===== config.mk =====
export PLATFORM = sky130hd
export DESIGN_NAME = addr_seq_ctrl_flat
export DESIGN_NICKNAME = d
export VERILOG_FILES = /design/src/rtl/addr_seq_ctrl_if.sv /design/src/rtl/addr_seq_ctrl.sv /design/src/flat_wrapper.sv
export SDC_FILE = /design/constraint.sdc
export NUM_CORES = 1
export LEC_CHECK = 0
export BUFFER_PORTS_ARGS = -buffer_cell sky130_fd_sc_hd__buf_2
export CAP_MARGIN = 20
export CORE_ASPECT_RATIO = 0.5
export CORE_UTILIZATION = 55
export CTS_BUF_LIST = sky130_fd_sc_hd__clkbuf_8 sky130_fd_sc_hd__clkbuf_16
export CTS_CLUSTER_SIZE = 16
export DETAILED_ROUTE_END_ITERATION = 7
export PLACE_DENSITY = 0.73
export SETUP_SLACK_MARGIN = 0.5
export SLEW_MARGIN = 25
export SYNTH_ARGS = -nofsm -noshare
export SYNTH_HDL_FRONTEND = slang
export SYNTH_SLANG_ARGS = --single-unit

===== constraint.sdc =====
create_clock -name clk -period 5.2 [get_ports clk]
set_clock_uncertainty 0.05 [all_clocks]
set_input_delay 0.78 -clock clk [delete_from_list [all_inputs] [get_ports clk]]
set_output_delay 0.78 -clock clk [all_outputs]
set_load 0.005 [all_outputs]

===== src/rtl/addr_seq_ctrl_if.sv =====
// Handshake bundle between the tile controller and the SRAM read-address sequencer.
// The controller drives start/base/hold; the sequencer drives address, enables and status.
interface addr_seq_ctrl_if #(
    parameter int ADDR_W = 7
);
    logic              start;
    logic [ADDR_W-1:0] base_addr;
    logic              hold;
    logic [ADDR_W-1:0] addr_serial_num;
    logic              rd_en;
    logic              data_valid;
    logic              data_first;
    logic              data_last;
    logic              busy;
    logic              done;
    logic              oob;

    modport master (
        output start, base_addr, hold,
        input  addr_serial_num, rd_en, data_valid, data_first, data_last, busy, done, oob
    );

    modport slave (
        input  start, base_addr, hold,
        output addr_serial_num, rd_en, data_valid, data_first, data_last, busy, done, oob
    );
endinterface


===== src/rtl/addr_seq_ctrl.sv =====
// Read-address sequencer: issues NUM_STEPS saturating addresses from a latched base,
// tracks in-flight reads through a PIPE_LAT valid pipeline and pulses done once drained.
module addr_seq_ctrl #(
    parameter int NUM_STEPS = 63,
    parameter int PIPE_LAT  = 2,
    parameter int ADDR_W    = 7,
    parameter int ADDR_MAX  = 127
) (
    input  logic           clk,
    input  logic           rst,
    addr_seq_ctrl_if.slave bus
);
    localparam int               STEP_W    = 8;
    localparam logic [STEP_W-1:0] LAST_STEP = STEP_W'(NUM_STEPS - 1);

    typedef enum logic [1:0] {
        IDLE  = 2'd0,
        RUN   = 2'd1,
        DRAIN = 2'd2
    } state_t;

    state_t              state_r;
    logic [ADDR_W-1:0]   base_r;
    logic [ADDR_W-1:0]   addr_r;
    logic [STEP_W-1:0]   step_r;
    logic                busy_r;
    logic                done_r;
    logic                oob_r;
    logic [PIPE_LAT-1:0] pipe_v_r;
    logic [PIPE_LAT-1:0] pipe_f_r;
    logic [PIPE_LAT-1:0] pipe_l_r;

    logic                issue_s;
    logic                first_s;
    logic                last_s;
    logic [ADDR_W:0]     start_sat_s;
    logic [ADDR_W:0]     next_sat_s;

    // Sum at 8 bits and clamp to ADDR_MAX; MSB of the result flags the clamp.
    function automatic logic [ADDR_W:0] sat_addr(input logic [ADDR_W-1:0] base,
                                                 input logic [STEP_W-1:0] step);
        logic [STEP_W-1:0] sum;
        sum = STEP_W'(base) + step;
        if (sum > STEP_W'(ADDR_MAX)) begin
            sat_addr = {1'b1, ADDR_W'(ADDR_MAX)};
        end else begin
            sat_addr = {1'b0, sum[ADDR_W-1:0]};
        end
    endfunction

    // Issue qualification and the address for the following step.
    always_comb begin
        issue_s     = (state_r == RUN) && !bus.hold;
        first_s     = issue_s && (step_r == {STEP_W{1'b0}});
        last_s      = issue_s && (step_r == LAST_STEP);
        start_sat_s = sat_addr(bus.base_addr, {STEP_W{1'b0}});
        next_sat_s  = sat_addr(base_r, step_r + 8'd1);
    end

    // Sequencer FSM, address/status registers and in-flight valid pipeline.
    always_ff @(posedge clk) begin
        if (rst) begin
            state_r  <= IDLE;
            base_r   <= {ADDR_W{1'b0}};
            addr_r   <= {ADDR_W{1'b0}};
            step_r   <= {STEP_W{1'b0}};
            busy_r   <= 1'b0;
            done_r   <= 1'b0;
            oob_r    <= 1'b0;
            pipe_v_r <= {PIPE_LAT{1'b0}};
            pipe_f_r <= {PIPE_LAT{1'b0}};
            pipe_l_r <= {PIPE_LAT{1'b0}};
        end else begin
            pipe_v_r[0] <= issue_s;
            pipe_f_r[0] <= first_s;
            pipe_l_r[0] <= last_s;
            for (int i = 1; i < PIPE_LAT; i++) begin
                pipe_v_r[i] <= pipe_v_r[i-1];
                pipe_f_r[i] <= pipe_f_r[i-1];
                pipe_l_r[i] <= pipe_l_r[i-1];
            end
            done_r <= 1'b0;
            case (state_r)
                IDLE: begin
                    // A start coinciding with the done pulse belongs to the finishing tile.
                    if (bus.start && !done_r) begin
                        base_r  <= bus.base_addr;
                        step_r  <= {STEP_W{1'b0}};
                        addr_r  <= start_sat_s[ADDR_W-1:0];
                        oob_r   <= start_sat_s[ADDR_W];
                        busy_r  <= 1'b1;
                        state_r <= RUN;
                    end
                end
                RUN: begin
                    if (issue_s) begin
                        if (step_r == LAST_STEP) begin
                            state_r <= DRAIN;
                        end else begin
                            step_r <= step_r + 8'd1;
                            addr_r <= next_sat_s[ADDR_W-1:0];
                            oob_r  <= oob_r | next_sat_s[ADDR_W];
                        end
                    end
                end
                DRAIN: begin
                    if (pipe_v_r[PIPE_LAT-1] && pipe_l_r[PIPE_LAT-1]) begin
                        done_r  <= 1'b1;
                        busy_r  <= 1'b0;
                        state_r <= IDLE;
                    end
                end
                default: begin
                    state_r <= IDLE;
                    busy_r  <= 1'b0;
                end
            endcase
        end
    end

    assign bus.addr_serial_num = addr_r;
    assign bus.rd_en           = issue_s;
    assign bus.data_valid      = pipe_v_r[PIPE_LAT-1];
    assign bus.data_first      = pipe_f_r[PIPE_LAT-1];
    assign bus.data_last       = pipe_l_r[PIPE_LAT-1];
    assign bus.busy            = busy_r;
    assign bus.done            = done_r;
    assign bus.oob             = oob_r;
endmodule


===== src/flat_wrapper.sv =====
// flat-port wrapper written by rule: the top's interface ports become plain ports
module addr_seq_ctrl_flat 
#(
    parameter int NUM_STEPS = 63,
    parameter int PIPE_LAT  = 2,
    parameter int ADDR_W    = 7,
    parameter int ADDR_MAX  = 127
)
  (clk, rst, bus_start, bus_base_addr, bus_hold, bus_addr_serial_num, bus_rd_en, bus_data_valid, bus_data_first, bus_data_last, bus_busy, bus_done, bus_oob);
  addr_seq_ctrl_if #(.ADDR_W(ADDR_W)) bus_i ();
  input  logic clk;
  input  logic rst;
  input wire logic [$bits(bus_i.start)-1:0] bus_start;
  input wire logic [$bits(bus_i.base_addr)-1:0] bus_base_addr;
  input wire logic [$bits(bus_i.hold)-1:0] bus_hold;
  output wire logic [$bits(bus_i.addr_serial_num)-1:0] bus_addr_serial_num;
  output wire logic [$bits(bus_i.rd_en)-1:0] bus_rd_en;
  output wire logic [$bits(bus_i.data_valid)-1:0] bus_data_valid;
  output wire logic [$bits(bus_i.data_first)-1:0] bus_data_first;
  output wire logic [$bits(bus_i.data_last)-1:0] bus_data_last;
  output wire logic [$bits(bus_i.busy)-1:0] bus_busy;
  output wire logic [$bits(bus_i.done)-1:0] bus_done;
  output wire logic [$bits(bus_i.oob)-1:0] bus_oob;
  assign bus_i.start = bus_start;
  assign bus_i.base_addr = bus_base_addr;
  assign bus_i.hold = bus_hold;
  assign bus_addr_serial_num = bus_i.addr_serial_num;
  assign bus_rd_en = bus_i.rd_en;
  assign bus_data_valid = bus_i.data_valid;
  assign bus_data_first = bus_i.data_first;
  assign bus_data_last = bus_i.data_last;
  assign bus_busy = bus_i.busy;
  assign bus_done = bus_i.done;
  assign bus_oob = bus_i.oob;
  addr_seq_ctrl #(.NUM_STEPS(NUM_STEPS), .PIPE_LAT(PIPE_LAT), .ADDR_W(ADDR_W), .ADDR_MAX(ADDR_MAX)) u_core (.clk(clk), .rst(rst), .bus(bus_i));
endmodule

Word-level counts from Yosys, hierarchy flattened
Cells that the tools add are included.

Flip-flop bits (word level): 33. Logic and storage cells: 63. Output and inout port bits: 14.

Reductions and logical operators: 15. Equality and inequality tests: 8. Mux-type cells: 23. Bitwise logic cells: 3. $lt $le $gt $ge: 2. Add/subtract/negate cells: 2.

Operators by type and width (count): 8-bit 2-to-1 mux (5); 7-bit 2-to-1 mux (3); 8-bit case mux with 2 select lines (1); 7-bit case mux with 2 select lines (1); 7-bit by 8-bit adder with 8-bit output (1); 8-bit by 1-bit adder with 8-bit output, second input constant (1); 8-bit by 6-bit == test with 1-bit output, second input constant (1); 8-bit by 7-bit greater-than comparator with 1-bit output, second input constant (1); 8-bit zero test (1); 2-bit 2-to-1 mux (4); 4-bit AND reduction (2); 7-bit greater-than comparator, second input constant (1); 1-bit 2-to-1 mux (6); 2-bit != test, second input constant (3); 2-bit case mux with 3 select lines (1); 1-bit logical AND (5); 2-bit by 1-bit != test with 1-bit output, second input constant (2); 1-bit case mux with 3 select lines (1); 3-bit AND reduction (1); 2-bit by 1-bit == test with 1-bit output, second input constant (1); 2-bit == test, second input constant (1); 1-bit zero test (2); 2-bit zero test (1); 1-bit NOT (2); other kinds (5) (5).

Depth between registers and ports, before layout
Gate-level depths: netlist of run 1.

Depth in word-level cells: 8. Depth in mapped cells: 10. Depth with buffers taken out: 9.

Least setup slack after synthesis of run 1
No wires, ideal clock.

Path type: register to register. Start: reg u_core.step_r[0]. End: reg u_core.addr_r[6] (netlist: u_core.bus.addr_serial_num[6]). Setup slack: 2.812 ns. Period minus slack after synthesis: 2.388 ns. Required time: 5.016 ns. Data arrival time: 2.203 ns. Cell stages (with the launch flop): 10. Cell sequence: dfxtp_1 > inv_1 > ha_1 > inv_1 > fa_1 > nand2b_1 > a21oi_1 > mux2i_1 > a2111oi_0 > a211oi_1.

Longest elaborated chain between the ends: 7.

Ends and longest elaborated chain: start: declaration (line addr_seq_ctrl.sv:25) `logic [STEP_W-1:0] step_r;`; start signal: assignment (line addr_seq_ctrl.sv:66) `step_r <= {STEP_W{1'b0}};`; start signal: assignment (line addr_seq_ctrl.sv:88) `step_r <= {STEP_W{1'b0}};`; start signal: assignment (line addr_seq_ctrl.sv:100) `step_r <= step_r + 8'd1;`; 8-bit by 1-bit adder with 8-bit output (line addr_seq_ctrl.sv:57) `next_sat_s = sat_addr(base_r, step_r + 8'd1);`; 7-bit by 8-bit adder with 8-bit output (line addr_seq_ctrl.sv:43) `sum = STEP_W'(base) + step;`; 8-bit by 7-bit greater-than comparator with 1-bit output (line addr_seq_ctrl.sv:44) `if (sum > STEP_W'(ADDR_MAX)) begin`; 8-bit 2-to-1 mux (line addr_seq_ctrl.sv:44); 7-bit 2-to-1 mux (line addr_seq_ctrl.sv:97) `if (step_r == LAST_STEP) begin`; 7-bit 2-to-1 mux (line addr_seq_ctrl.sv:96) `if (issue_s) begin`; 7-bit case mux with 2 select lines (line addr_seq_ctrl.sv:83) `case (state_r)`; end signal: assignment (line addr_seq_ctrl.sv:65) `addr_r <= {ADDR_W{1'b0}};`; end signal: assignment (line addr_seq_ctrl.sv:89) `addr_r <= start_sat_s[ADDR_W-1:0];`; end signal: assignment (line addr_seq_ctrl.sv:101) `addr_r <= next_sat_s[ADDR_W-1:0];`; end: declaration (line addr_seq_ctrl.sv:24) `logic [ADDR_W-1:0] addr_r;`.

Parallel ways exist; a longest one is shown, timed or not. The select of a mux whose other input is x is not followed. A chain may end at the register's enable or synchronous reset.

Worst setup path in the final report of run 1
Ends and elaborated chain as after synthesis.

==> results.md, run 1 <==
- Outcome: completed
- Fmax: 0.374 GHz
- CP required: 5.29 ns
- Post-DP Area: 0.00194 mm2
- XOR/XNOR Fraction of Synth Area: 0.0682
- Post-DRT Antenna Nets: 0
- WL per Instance: 14.9 um
- Area contributors post-synth: dfxtp_1, ha_1, a21oi_1
- EDFF count, synth: 0
- CTS tree: built
- Final min period: 2.68 ns
- Placed Cells incl. Taps: 265
- Leakage: 0.821 nW
- H-Tree Depth: 2
- CP Cell Sequence: inv_1 > ha_1 > inv_1 > fa_1 > nand2b_1 > a21oi_1 > mux2i_1 > a2111oi_0 > a211oi_1
- Yosys Warn Count: 0
- Syn nets: 235
- GRT Overall Usage: 0.259
- MaxCap Viol Count: 0
- Non-Filler Instances: 273
- Max incr delay on CP: 0.49 ns
- Initial antenna violation count: 0
- Syn Std Cell Area: 0.00183 mm2
- Synthesized area per cell: 8.65 um2
- Worst vdd ir: 0.000200 V
- Critical-path top delay cell: dfxtp_1
- DR vias: 1604
- Crit path top cell by count: inv_1
- Final routed DRC violation total: 0
- Hold_buf cts: 0
- First-pass GRT wire length: 7190 um
- Cts repair resizes: 0
- Ports: 25
- Simple-gate share of the synthesized area: 0.263
- Mux contribution to synthesized area: 0.00546
- Top-area cell type share of the netlist area: 0.360
- Post-DP HPWL: 2840 um
- Layout cell share with drive strength beyond 1: 0.180
- Die H: 42.8 um
- PortBufs: 24
- Post-synthesis compound-gate area fraction: 0.166
- Main combinational cell family by area after synthesis: simple AND/OR/NAND/NOR gates
- Core Box Area: 0.00308 mm2
- Via/cell ratio: 5.88
- Final Cell Area: 0.00205 mm2
- CTS root buf: clkbuf_8
- Routability Congestion: 0.884
- CP bufs+invs: 2
- CTS buffer count: 5
- Final Max Slew Viols: 0
- WP data arrival: 2.77 ns
- Nature of the critical path endpoint: flop
- Sink Count: 33
- Gr ovfl total: 0
- Worst-path clk slew: 0.07 ns
- Part of the Yosys area used for sequential elements: 0.360
- Maximum clock insertion buffer count: 2
- Worst-margin pin slew: 0.738 ns
- Die area: 0.00358 mm2
- Post-synth top area cell: dfxtp_1
- Post-Route Utilization: 0.666
- Die X: 83.7 um
- Ys flop type: dfxtp_1
- Synth Area in Adders: 0.0859
- Routed wire length: 4070 um
- Power Density: 285 mW/mm2
- DR iter-0 viols: 126
- Cell Rows: 14
- Synthesized flop and latch total: 33
- Final period util: 0.515
- Gate Count Post-Synth: 212
- Slew margin rel.: 0.505
- Largest net degree at the start of global routing: 34
- Critical Path Fanout Max: 7
- Fraction of registers with async set/reset: 0
- Synthesis-to-finish area growth: 11.9%
- Fin. Hold Viols: 0
- Clk Latency, worst-skew pair: 0.29 ns
- Crit path launch type: flop
- Net count, final: 255
- Post-CTS Setup Inserts: 0
- DRT Pass-1 Iters: 5
- Hold Path Class: reg2reg
- RSZ-0062 raised after global routing: no
- Setup-failing EPs final: 0
- Vias in the first global route: 1489
- Diode count: 0
- Initial Utilization: 0.595
- Crit path kind: reg2reg
- Setup TNS Final: 0 ns
- Family with the most delay on the worst path: adder cells
- Post-synth cell types: 43
## state kept, by name, summed over array words and instances, names as in the netlist
signal / count
u_core.bus.oob: 1
u_core.bus.busy: 1
u_core.bus.done: 1
u_core.step_r: 8
u_core.state_r: 2
u_core.pipe_v_r: 2
u_core.bus.addr_serial_num: 7
u_core.pipe_l_r: 2
u_core.pipe_f_r: 2
u_core.base_r: 7
## path summary, 6_finish.rpt
kind / cells past startpoint / end / slack, ns / start
max reg2reg: 9 / u_core.bus.addr_serial_num[6]$_SDFFE_PP0P_ / 2.52 / u_core.step_r[0]$_SDFFE_PP0P_
max: 9 / u_core.bus.addr_serial_num[6]$_SDFFE_PP0P_ / 2.52 / u_core.step_r[0]$_SDFFE_PP0P_
min: 1 / u_core.pipe_l_r[1]$_SDFF_PP0_ / 0.39 / u_core.pipe_l_r[0]$_SDFF_PP0_
min reg2reg: 1 / u_core.pipe_l_r[1]$_SDFF_PP0_ / 0.39 / u_core.pipe_l_r[0]$_SDFF_PP0_
## placed cells by master, fill, tap and decap left out, types with 3 or more instances in the layout
| master | n |
|---|---|
| or3_1 | 8 |
| xor2_1 | 3 |
| nor2b_1 | 6 |
| a21oi_1 | 21 |
| nand2b_1 | 3 |
| nor2_1 | 17 |
| o21ai_0 | 10 |
| buf_2 | 24 |
| xnor2_1 | 5 |
| a211oi_1 | 4 |
| nand3_1 | 12 |
| a311oi_1 | 4 |
| nand2_1 | 27 |
| dfxtp_1 | 33 |
| ha_1 | 11 |
| clkbuf_8 | 6 |
| inv_1 | 8 |
## synthesized netlist by cell type (2+ instances only)
library cell	n
nor4_1	2
nor3_1	2
buf_6	3
nand2b_1	3
a2111oi_0	2
a211oi_1	4
o21a_1	2
nand2_1	27
or3_1	8
xor2_1	3
buf_2	3
ha_1	11
o21ai_0	10
a21oi_1	21
nor2_1	17
nand4_1	2
dfxtp_1	33
inv_1	7
nand3_1	12
clkbuf_1	5
a311oi_1	4
nor2b_1	6
xnor2_1	5
## through the flow
step	setup slack (ns)	hold slack, ns	total power (W)
finish	2.52	0.390	0.000585
global route	2.32	0.417	0.000608
CTS	2.58	0.395	0.000588
detailed placement	2.60	0.379	0.000339
global placement	2.66	0.367	0.000337
floorplan	2.81	0.364	0.000319
## cell families (layout without fill, tap and decap cells)
family,after synthesis,count (layout)
mux,1,1
xor+xnor,10,10
fa+ha+maj,12,12
buf+inv,18,39
simple gates,89,89
flops,33,33
compound gates,49,49
## cell type report
cell class,instances,area [um2]
inverters,7,26.3
fillers,263,1030
repair buffers,24,120
well taps,40,50.0
clock buffers,6,82.6
clock inverters,2,33.8
multi-input cells,161,1080
flip-flops and latches,33,661
## per-layer routing
layer	wire length [um]	share of wire	GRT usage
met1	2070	0.51	0.367
met2	1660	0.41	0.398
met3	282	0.069	0.0584
met4	52	0.013	0.0712
met5	0	0	0
## power breakdown
group | switching (W) | internal, W
sequential | 0.00000792 | 0.000264
combinational | 0.0000371 | 0.0000250
clock | 0.0000964 | 0.000154
Power figures use the tool's default switching activity.
==> run 2, diff against run 1 <==
--- a/config.mk
+++ b/config.mk
@@ -5,14 +5,15 @@
 export SDC_FILE = /design/constraint.sdc
 export NUM_CORES = 1
 export LEC_CHECK = 0
+export ABC_AREA = 1
 export BUFFER_PORTS_ARGS = -buffer_cell sky130_fd_sc_hd__buf_2
 export CAP_MARGIN = 20
 export CORE_ASPECT_RATIO = 0.5
-export CORE_UTILIZATION = 55
+export CORE_UTILIZATION = 51
 export CTS_BUF_LIST = sky130_fd_sc_hd__clkbuf_8 sky130_fd_sc_hd__clkbuf_16
 export CTS_CLUSTER_SIZE = 16
 export DETAILED_ROUTE_END_ITERATION = 7
-export PLACE_DENSITY = 0.73
+export PLACE_DENSITY = 0.71
 export SETUP_SLACK_MARGIN = 0.5
 export SLEW_MARGIN = 25
 export SYNTH_ARGS = -nofsm -noshare
==> constraint.sdc (replaced) <==
create_clock -name clk -period 2.2 [get_ports clk]
set_clock_uncertainty 0.05 [all_clocks]
set_input_delay 0.33 -clock clk [delete_from_list [all_inputs] [get_ports clk]]
set_output_delay 0.33 -clock clk [all_outputs]
set_load 0.005 [all_outputs]
==> run 2 against run 1 <==
Final cell count increased by 27%. Sequential share of layout area decreased by 4.5 points. Maximum frequency increased by 25%. Area after synthesis increased by 1.5%. Sequential cell count unchanged. Global-route usage decreased by 1.2 points. Critical path type unchanged. Routed wire length increased by 10%. First-iteration DRC count decreased by 38%. Hold slack got worse by 0.13 ns. Die area increased by 9.1%. Largest power group unchanged. Critical path depth increased by 3. Power increased by 130%.
==> results.md, run 2 <==
- Outcome: completed
- CTS root buf: clkbuf_8
- Slew margin rel.: 0.697
- Area contributors post-synth: dfxtp_1, nand2_1, inv_1
- DR iter-0 viols: 78
- Final routed DRC violation total: 0
- Tot Pwr: 0.00133 W
- Max reg flops: 8
- Hold_buf cts: 0
- Leakage: 1.20 nW
- Gr ovfl total: 0
- CTS tree: built
- Commonest non-fill, non-tap cell in the layout: nand2_1
- Sink Count: 33
- WP data arrival: 2.27 ns
- Post-synth top cells: nand2_1, inv_1, dfxtp_1
- CTS buffer count: 5
- Largest net degree at the start of global routing: 20
- Diode count: 0
- Top sig layer: met4
- Post-DRT Antenna Nets: 0
- Fmax: 0.467 GHz
- Core Box Area: 0.00345 mm2
- Post-DP HPWL: 3060 um
- Clk Latency, worst-skew pair: 0.29 ns
- Final Cell Area: 0.00246 mm2
- Met3 wire length: 382 um
- Nature of the critical path endpoint: flop
- Syn Std Cell Area: 0.00186 mm2
- Final min period: 2.14 ns
- MaxCap Viol Count: 0
- WL per Instance: 12.9 um
- Hold Path Class: in2reg
- Place WS: 0.00301 ns
- DRT Pass-1 Iters: 4
- Post-synth top area cell: dfxtp_1
- Worst r2r src: u_core.step_r[0]$_SDFFE_PP0P_
- Yosys Warn Count: 0
- CP required: 2.33 ns
- Final period util: 0.972
- Fin. Hold Viols: 0
- Cell Rows: 15
- Crit path launch type: flop
- Post-DP Area: 0.00211 mm2
- H-Tree Depth: 2
- Power Density: 539 mW/mm2
- CP Cell Sequence: ha_4 > xor2_1 > buf_4 > ha_1 > nand2_1 > nand3_4 > a21oi_4 > nand2_4 > nand2_8 > nand3_2 > nand2_2 > a21oi_2
- CP bufs+invs: 1
- Worst vdd ir: 0.000365 V
- Biggest register: u_core.step_r
- Wl on met1: 2100 um
- Setup-failing EPs final: 0
- Most frequent cells in the layout: nand2_1, inv_1, dfxtp_1, buf_2, nand3_1
- RR Endpoint: u_core.bus.addr_serial_num[4]$_SDFFE_PP0P_
- Layout cell share with drive strength beyond 1: 0.372
- Multi-input logic area: 0.00126 mm2
- R2R Setup Slk: 0.06 ns
- Setup TNS Final: 0 ns
- Synthesis-to-finish area growth: 32.1%
- Origin of the worst setup path: u_core.step_r[0]$_SDFFE_PP0P_
- Part of the Yosys area used for sequential elements: 0.355
- FF-to-FF path depth: 12
- Gate Count Post-Synth: 256
- Routed wire length: 4480 um
- Net count, final: 318
- Initial Utilization: 0.539
- Vias in the first global route: 1484
- Max incr delay on CP: 0.37 ns
- Final worst slack: 0.0605 ns
- Die area: 0.00391 mm2
- Ys flop type: dfxtp_1
- Crit path kind: reg2reg
- Stages on the worst setup path: 12
- RSZ-0062 raised after global routing: yes
- Setup crit end: u_core.bus.addr_serial_num[4]$_SDFFE_PP0P_
- Post-synth cell types: 30
- FF/Latch Area: 681 um2
- Met2 WL: 1950 um
- Ports: 25
- Worst-margin pin slew: 0.453 ns
- Fraction of registers with async set/reset: 0
- Synthesized area per cell: 7.27 um2
- PortBufs: 24
- Most frequent cell after synthesis: nand2_1
- Worst-path clk slew: 0.07 ns
- First-pass GRT wire length: 6990 um
- Maximum clock insertion buffer count: 2
- Die H: 44.7 um
- Via/cell ratio: 4.97
- Top-area cell type share of the netlist area: 0.355
- Fill cell count: 267
- Synthesized flop and latch total: 33
- Final Max Slew Viols: 0
- Syn nets: 279
- EDFF count, synth: 0
- Die X: 87.4 um
- Critical-path top delay cell: dfxtp_4
- Family with the most delay on the worst path: simple AND/OR/NAND/NOR gates
- GRT Overall Usage: 0.247
- Initial antenna violation count: 0
- Routability Congestion: 0.895
- DR vias: 1723
- Critical Path Fanout Max: 7
run 2: cell families after synthesis:
group / after synthesis / share of synthesized area
compound gates: 38 / 0.111
xor+xnor: 8 / 0.0376
fa+ha+maj: 12 / 0.0847
buf+inv: 46 / 0.103
flops: 33 / 0.355
simple gates: 119 / 0.308
run 2: power breakdown:
part           leakage, nW  internal, W  switching (W)
logic                0.878    0.0000941       0.000142
registers            0.274     0.000624      0.0000200
clock network       0.0491     0.000215       0.000231
total                 1.20     0.000932       0.000394
run 2: worst min path at each step:
stage	end	start	slack, ns	depth (start not counted)
floorplan	u_core.pipe_f_r[1]$_SDFF_PP0_	u_core.pipe_f_r[0]$_SDFF_PP0_	0.34	2
global placement	u_core.pipe_f_r[1]$_SDFF_PP0_	u_core.pipe_f_r[0]$_SDFF_PP0_	0.34	2
detailed placement	u_core.pipe_l_r[1]$_SDFF_PP0_	u_core.pipe_l_r[0]$_SDFF_PP0_	0.34	2
CTS	u_core.base_r[0]$_SDFFE_PP0P_	bus_base_addr[0]	0.24	3
global route	u_core.base_r[3]$_SDFFE_PP0P_	bus_base_addr[3]	0.27	3
finish	u_core.base_r[0]$_SDFFE_PP0P_	bus_base_addr[0]	0.26	3
run 2: layout make-up:
cell class	instances	area share
timing repair buffer	36	0.0870
clock inverter	3	0.00560
multi-input combinational	177	0.511
sequential	33	0.277
clock buffer	5	0.0280
inverter	42	0.0661
tap	51	0.0259
run 2: what timing repair did:
action                                  in CTS  in global routing
hold endpoints to repair                     0                  0
endpoints found under the setup margin      10                 15
pin swaps                                   16                 20
gates resized for setup                     17                 31
setup buffers                                3                  2
run 2: per-stage QoR:
stage          instances  utilization  hold WS (ns)
5_1_grt              347        0.712         0.273
3_5_place_dp         334        0.612         0.345
3_3_place_gp         334        0.612         0.340
4_1_cts              345        0.665         0.243
6_report             347        0.712         0.260
2_1_floorplan        256            -         0.338
run 2: tightest hold or removal path, cell delays in order:
cell     delay [ns]
buf_2          0.11
inv_1          0.04
o21ai_0        0.07
run 2: layer usage:
layer  GRT usage  up-vias
met5           0        -
met4      0.0885        0
met3      0.0658        5
met2       0.380       52
met1       0.340      770
li1            -      896
